[src/rtl/control_ls.sv]
// control_ls: Moore control FSM for a load/store datapath.
// Sequences instruction fetch, decode, ALU, load and store micro-steps,
// stretching memory reads by MEM_WAIT cycles with a 4-bit down-counter.
module control_ls #(
  parameter int unsigned MEM_WAIT = 1,
  parameter int unsigned STATE_W  = 5
) (
  input  logic       clk,
  input  logic       reset,
  input  logic [2:0] opcode,
  input  logic [1:0] op,
  output logic       load_ir,
  output logic       load_addr,
  output logic       load_pc,
  output logic       reset_pc,
  output logic       addr_sel,
  output logic [1:0] mem_cmd,
  output logic [1:0] vsel,
  output logic       write,
  output logic       loada,
  output logic       loadb,
  output logic       asel,
  output logic       bsel,
  output logic       loadc,
  output logic       loads,
  output logic [2:0] nsel,
  output logic       halted,
  output logic       illegal
);

  typedef enum logic [STATE_W-1:0] {
    S_RST, S_IF1, S_IF2, S_UPC, S_DEC, S_MOVI, S_GETB, S_GETA, S_ALU, S_CMP,
    S_MOVR, S_WB, S_LDA, S_ADR, S_LADR, S_LRD, S_LWB, S_SGB, S_SMC, S_SWR,
    S_HALT
  } state_t;

  localparam logic [1:0] MC_NONE  = 2'b00;
  localparam logic [1:0] MC_READ  = 2'b01;
  localparam logic [1:0] MC_WRITE = 2'b10;

  localparam logic [3:0] WAIT_LOAD = 4'(MEM_WAIT - 1);

  state_t     state, state_next;
  logic [3:0] wait_cnt;
  logic       wait_load;
  logic       ill_q;
  state_t     dec_next;
  logic       dec_ill;
  logic [4:0] instr;

  assign instr = {opcode, op};

  // Counter is reloaded only on entry into a wait state, so it sits at 0 elsewhere
  assign wait_load = ((state_next == S_IF1) && (state != S_IF1)) ||
                     ((state_next == S_LRD) && (state != S_LRD));

  // State register
  always_ff @(posedge clk or posedge reset) begin
    if (reset) state <= S_RST;
    else       state <= state_next;
  end

  // Memory wait down-counter; saturates at 0
  always_ff @(posedge clk or posedge reset) begin
    if (reset)              wait_cnt <= '0;
    else if (wait_load)     wait_cnt <= WAIT_LOAD;
    else if (wait_cnt != 0) wait_cnt <= wait_cnt - 4'd1;
  end

  // Remembers whether HALT was reached through an undefined encoding
  always_ff @(posedge clk or posedge reset) begin
    if (reset)               ill_q <= 1'b0;
    else if (state == S_DEC) ill_q <= dec_ill;
  end

  // Instruction decode for the DEC state
  always_comb begin
    dec_next = S_HALT;
    dec_ill  = 1'b1;
    casez (instr)
      5'b110_10: begin dec_next = S_MOVI; dec_ill = 1'b0; end
      5'b110_00: begin dec_next = S_GETB; dec_ill = 1'b0; end
      5'b101_??: begin dec_next = S_GETB; dec_ill = 1'b0; end
      5'b011_00: begin dec_next = S_LDA;  dec_ill = 1'b0; end
      5'b100_00: begin dec_next = S_LDA;  dec_ill = 1'b0; end
      5'b111_??: begin dec_next = S_HALT; dec_ill = 1'b0; end
      default:   begin dec_next = S_HALT; dec_ill = 1'b1; end
    endcase
  end

  // Next-state logic
  always_comb begin
    state_next = S_RST;
    case (state)
      S_RST:  state_next = S_IF1;
      S_IF1:  state_next = (wait_cnt == 0) ? S_IF2 : S_IF1;
      S_IF2:  state_next = S_UPC;
      S_UPC:  state_next = S_DEC;
      S_DEC:  state_next = dec_next;
      S_MOVI: state_next = S_IF1;
      S_GETB: state_next = (instr == 5'b110_00 || instr == 5'b101_11) ? S_MOVR : S_GETA;
      S_GETA: state_next = (instr == 5'b101_01) ? S_CMP : S_ALU;
      S_ALU:  state_next = S_WB;
      S_MOVR: state_next = S_WB;
      S_CMP:  state_next = S_IF1;
      S_WB:   state_next = S_IF1;
      S_LDA:  state_next = S_ADR;
      S_ADR:  state_next = S_LADR;
      S_LADR: state_next = (instr == 5'b011_00) ? S_LRD : S_SGB;
      S_LRD:  state_next = (wait_cnt == 0) ? S_LWB : S_LRD;
      S_LWB:  state_next = S_IF1;
      S_SGB:  state_next = S_SMC;
      S_SMC:  state_next = S_SWR;
      S_SWR:  state_next = S_IF1;
      S_HALT: state_next = S_HALT;
      default: state_next = S_RST;
    endcase
  end

  // Moore output decode
  always_comb begin
    load_ir   = 1'b0;
    load_addr = 1'b0;
    load_pc   = 1'b0;
    reset_pc  = 1'b0;
    addr_sel  = 1'b0;
    mem_cmd   = MC_NONE;
    vsel      = 2'b00;
    write     = 1'b0;
    loada     = 1'b0;
    loadb     = 1'b0;
    asel      = 1'b0;
    bsel      = 1'b0;
    loadc     = 1'b0;
    loads     = 1'b0;
    nsel      = 3'b000;
    halted    = 1'b0;
    illegal   = 1'b0;
    case (state)
      S_RST:  begin reset_pc = 1'b1; load_pc = 1'b1; end
      S_IF1:  begin addr_sel = 1'b1; mem_cmd = MC_READ; end
      S_IF2:  begin addr_sel = 1'b1; mem_cmd = MC_READ; load_ir = 1'b1; end
      S_UPC:  load_pc = 1'b1;
      S_MOVI: begin vsel = 2'b10; write = 1'b1; nsel = 3'b100; end
      S_GETB: begin loadb = 1'b1; nsel = 3'b001; end
      S_GETA: begin loada = 1'b1; nsel = 3'b100; end
      S_ALU:  loadc = 1'b1;
      S_MOVR: begin asel = 1'b1; loadc = 1'b1; end
      S_CMP:  loads = 1'b1;
      S_WB:   begin vsel = 2'b00; write = 1'b1; nsel = 3'b010; end
      S_LDA:  begin loada = 1'b1; nsel = 3'b100; end
      S_ADR:  begin bsel = 1'b1; loadc = 1'b1; end
      S_LADR: load_addr = 1'b1;
      S_LRD:  mem_cmd = MC_READ;
      S_LWB:  begin mem_cmd = MC_READ; vsel = 2'b11; write = 1'b1; nsel = 3'b010; end
      S_SGB:  begin loadb = 1'b1; nsel = 3'b010; end
      S_SMC:  begin asel = 1'b1; loadc = 1'b1; end
      S_SWR:  mem_cmd = MC_WRITE;
      S_HALT: begin halted = 1'b1; illegal = ill_q; end
      default: ;
    endcase
  end

endmodule
[config.mk]
export PLATFORM = sky130hd
export DESIGN_NAME = control_ls
export DESIGN_NICKNAME = d
export VERILOG_FILES = /design/src/rtl/control_ls.sv
export SDC_FILE = /design/constraint.sdc
export NUM_CORES = 1
export LEC_CHECK = 0
export ABC_AREA = 1
export CAP_MARGIN = 5
export CORE_MARGIN = 4
export CORE_UTILIZATION = 50
export CTS_CLUSTER_DIAMETER = 80
export DETAILED_ROUTE_END_ITERATION = 8
export MAX_ROUTING_LAYER = met4
export PLACE_DENSITY = 0.94
export SLEW_MARGIN = 30
export SYNTH_ARGS = -nofsm -noshare
export SYNTH_HDL_FRONTEND = slang
export SYNTH_SLANG_ARGS = --single-unit
[constraint.sdc]
create_clock -name clk -period 3 [get_ports clk]
set_clock_uncertainty 0.05 [all_clocks]
set_input_delay 0.6 -clock clk [delete_from_list [all_inputs] [get_ports clk]]
set_output_delay 0.6 -clock clk [all_outputs]
set_load 0.03 [all_outputs]
# Word level (Yosys, flattened, before mapping)

Index checks and enable logic that the tools add are counted.

Flip-flop bits (word level): 10
Word-level logic and storage cells: 86

$add $sub $neg: 1
Equal/unequal tests: 32
Mux-type cells: 27
Reductions and logical operators: 23

Operators with widths:

| kind                                                                    | number |
|---|---|
| 5-bit case mux with 15 select lines                                     | 1 |
| 5-bit by 4-bit == test with 1-bit output, second input constant         | 10 |
| 5-bit == test, second input constant                                    | 10 |
| 5-bit by 3-bit == test with 1-bit output, second input constant         | 4 |
| 1-bit 2-to-1 mux                                                        | 16 |
| 2-bit OR reduction                                                      | 8 |
| 5-bit case mux with 3 select lines                                      | 1 |
| 4-bit 2-to-1 mux                                                        | 3 |
| 6-bit OR reduction                                                      | 2 |
| 5-bit by 1-bit == test with 1-bit output, second input constant         | 2 |
| 5-bit by 2-bit == test with 1-bit output, second input constant         | 2 |
| 5-bit 2-to-1 mux                                                        | 2 |
| 3-bit case mux with 3 select lines                                      | 1 |
| 3-bit OR reduction                                                      | 3 |
| 2-bit case mux with 2 select lines                                      | 2 |
| 4-bit OR reduction                                                      | 2 |
| 3-bit == test, second input constant                                    | 2 |
| 5-bit logical NOT                                                       | 1 |
| 5-bit by 1-bit inequality test with 1-bit output, second input constant | 1 |
| 5-bit by 4-bit inequality test with 1-bit output, second input constant | 1 |
| 4-bit logical NOT                                                       | 1 |
| 4-bit nonzero test                                                      | 1 |
| 4-bit by 1-bit subtractor with 4-bit output, second input constant      | 1 |
| 1-bit logical AND                                                       | 2 |
| 3 further kinds                                                         | 4 |

# Depth between registers and ports, before layout

Word-level depth: 8
Gate-level depth with buffers: 8
Gate-level depth less buffers: 8

# Least setup slack after synthesis

OpenSTA, ideal clock, no wires.

Kind: register to output
Start: reg state[3]
End: out mem_cmd[0]
Arrival: 1.547 ns
Required time: 2.350 ns
Path slack: 0.803 ns
Cell stages (with the launch flop): 6
Path buffers: 0
Path through: dfrtp_1 nor2_2 nand2_1 nor2_1 nor2_1 nand3_1

Cells in the longest elaborated chain, start to end: 3
Elaborated cells between the ends (all ways): 7
Those cells by class: 5 x eq/ne; 1 x mux; 1 x reduce/logical

RTL lines:

| element                               | RTL line | source |
|---|---|---|
| from (decl)                           | 43       | `state_t state, state_next;` |
| from (signal assigned)                | 60       | `else state <= state_next;` |
| 5-bit == test (tied with other cells) | 139      | `case (state)` |
| 4-bit OR reduction (no line)          | --       |  |
| 2-bit case mux with 2 select lines *  | 139      |  |
| to (decl)                             | 17       | `output logic [1:0] mem_cmd,` |

Mark *: on every way between the ends. The rest lies on a longest branch, timed or not.

# Worst setup path in the final report

Start: reg state[0]
End: out illegal

Cells in the longest elaborated chain, start to end: 2

RTL lines:

| element          | RTL line | source |
|---|---|---|
| 5-bit == test    | 139      |  |
| 1-bit 2-to-1 mux | 139      |  |
| to (decl)        | 28       | `output logic illegal` |

Every way passes these cells.

==> flow_metrics.tcl <==
set metrics [dict create \
    max_freq_ghz 0.3591 \
    power_density_nw_per_um2 987.2 \
    die_area_um2 2720 \
    synth_edf_count 0 \
    grt_util_all_layers 0.2509 \
    ys_types 18 \
    clock_path_buffers 2 \
    status "complete, no violations" \
    die_h_um 52.15 \
    critical_path.startpoint_type "register" \
    clock_latency_ns 0.27 \
    cts_tree "yes" \
    dr.pass1.iters 4 \
    path_class "reg -> out" \
    dieWidth_um 52.15 \
    yosys.area.top_type_share 0.2567 \
    grt_pass1_vias 1176 \
    synth_common_cells "nand2_1 (41), nor2_1 (38), inv_1 (27)" \
    grt-ovfl-total 0 \
    cts_setup_buffers 0 \
    htreeDepth 1 \
    dr.first_iter.drc_count 49 \
    min_path_type "reg -> reg" \
    cp_max_fo 6 \
    antenna_found_initial 0 \
    crit_required_ns 2.35 \
    ant_nets 0 \
    finalCritPeriodShare 0.9283 \
    wire_per_inst_um 13.39 \
    setup_viol 0 \
    pin_count 28 \
    cts.clk_slew.worst_paths_ns 0.06 \
    ys_seq_area_frac 0.2567 \
    grt_pass1_wl_mm 4.988 \
    portBuffers 27 \
    slew_headroom 0.7486 \
    synth_area_leaders "dfrtp_1 (26%), nand2_1 (16%), nor2_1 (15%), inv_1 (10%), nand3_1 (8.2%)" \
    ys_warn_count 0 \
    n_antenna_cell 0 \
    coreArea_um2 1783 \
    final_core_util 0.7361 \
    reg2reg_from "wait_cnt[1]$_DFFE_PP0P_" \
    syn_area_per_cell_um2 5.733 \
    placementRows 15 \
    nFillCells 146 \
    finalNetCount 210 \
    ys_seq_elements 10 \
    pre_cts_ws_ns 0.5425 \
    syn-instance-count 170 \
    drc_errors 0 \
    clockRootBuffer "clkbuf_4" \
    hold_slack_ns 0.5492 \
    yosysMostFrequentCell "nand2_1" \
    worst_pin_slew_ns 0.3766 \
    yosysTopAreaCell "dfrtp_1" \
    vias 1199 \
    clock_sinks 10 \
    wl_mm 3.026 \
    dp_hpwl_mm 2.414 \
    avgViaCountPerCell 5.305 \
    drv_slew 0 \
    min_from "ill_q$_DFFE_PP0P_" \
    hold_viol_final 0 \
    synth_nets 178 \
    cts-resized-gates 0 \
    drive_gt1_frac 0.1095 \
    p_leak_uw 0.0007119 \
    grt_max_degree 11 \
    cts_inserted_buffers 3 \
    worstSetupStartpoint "state[0]$_DFF_PP0_" \
    gp_congestion 0.9237 \
    vdd_drop_max_v 0.0005819 \
    tns_ns 0 \
    synth_area_um2 974.7 \
    end_kind "primary output" \
    drv_cap 0 \
    initial_utilization 0.5467 \
    worstPathArrival_ns 2.14 \
    cts_hold_buffers 0 \
    rsz0062_at_grt "false" \
    period_minus_slack_ns 2.785 \
    area_growth_pct 34.66 \
    synth-main-ff-cell "dfrtp_1" \
    layout_setup_ws_ns 0.2150 \
    synthArstFlopShare 1.000 \
]
==> through the flow <==
step                      power [µW]  area (µm²)  instances
after detailed placement        1159        1276        222
after global placement          1149        1276        222
after global routing            1387        1313        226
after CTS                       1283        1313        226
after floorplan                838.3       974.7        170
final                           1296        1313        226
==> registers in the layout (all words and copies together), names as in the netlist <==
register  flops
state         5
wait_cnt      4
ill_q         1
==> cells in the final DEF (no fill, tap or decap) <==
cell and count:
a21oi_1 4, clkbuf_4 3, clkbuf_8 1, clkdlybuf4s50_1 27
dfrtp_1 10, ha_1 1, inv_1 27, inv_2 6
nand2_1 41, nand2_2 1, nand3_1 16, nand3_2 6
nand4_1 5, nor2_1 38, nor2_2 4, nor2_4 1
nor3_1 1, o211ai_1 1, o21ai_0 6, o22ai_1 1
xor2_1 1
==> worst max-delay path: stages (launching register included) <==
cell and delay, ns:
dfrtp_1 0.44, nor2_1 0.31, inv_2 0.10, nor2_1 0.11, nand2_1 0.09, nor2_1 0.12, clkdlybuf4s50_1 0.68
==> final timing paths <==
kind	to	slack (ns)	cells past startpoint
max in group asynchronous	state[4]$_DFF_PP0_	2.07	2
max	illegal	0.21	6
min reg2reg	ill_q$_DFFE_PP0P_	0.55	2
min	ill_q$_DFFE_PP0P_	0.55	2
min in group asynchronous	state[1]$_DFF_PP0_	0.57	2
max reg2reg	state[2]$_DFF_PP0_	1.27	7
==> layout make-up <==
cell class / count / area (µm²) / share of cell area
multi-input cells: 127 / 600.6 / 0.4576
repair buffers: 27 / 270.3 / 0.2059
flip-flops and latches: 10 / 250.2 / 0.1907
inverters: 33 / 123.9 / 0.09438
clock buffers: 4 / 36.28 / 0.02765
well taps: 25 / 31.28 / 0.02383
==> report_power, final <==
part	internal, µW	total (µW)	switching, µW
clock	73.9	122	48.5
combinational	324	939	615
sequential	175	234	59.5
total	573	1300	723
==> per-layer routing <==
metal | part of all wire | global-route usage | vias up | wire [µm]
met4 | 0.036 | 0.1319 | 0 | 109
li1 | - | - | 592 | -
met5 | 0 | - | - | 0
met2 | 0.50 | 0.4372 | 69 | 1520
met3 | 0.059 | 0.03152 | 15 | 178
met1 | 0.40 | 0.2784 | 523 | 1218
==> logic make-up (layout without fill, tap and decap cells) <==
family | count (synthesis) | after routing | share of synthesized area
buffers and inverters | 33 | 64 | 0.1271
DFF | 10 | 10 | 0.2567
AOI/OAI and AO/OA | 12 | 12 | 0.06548
adders and majority gates | 1 | 1 | 0.01283
and+or+nand+nor | 113 | 113 | 0.5289
xor gates and xnor gates | 1 | 1 | 0.008988
Power figures use the tool's default switching activity.
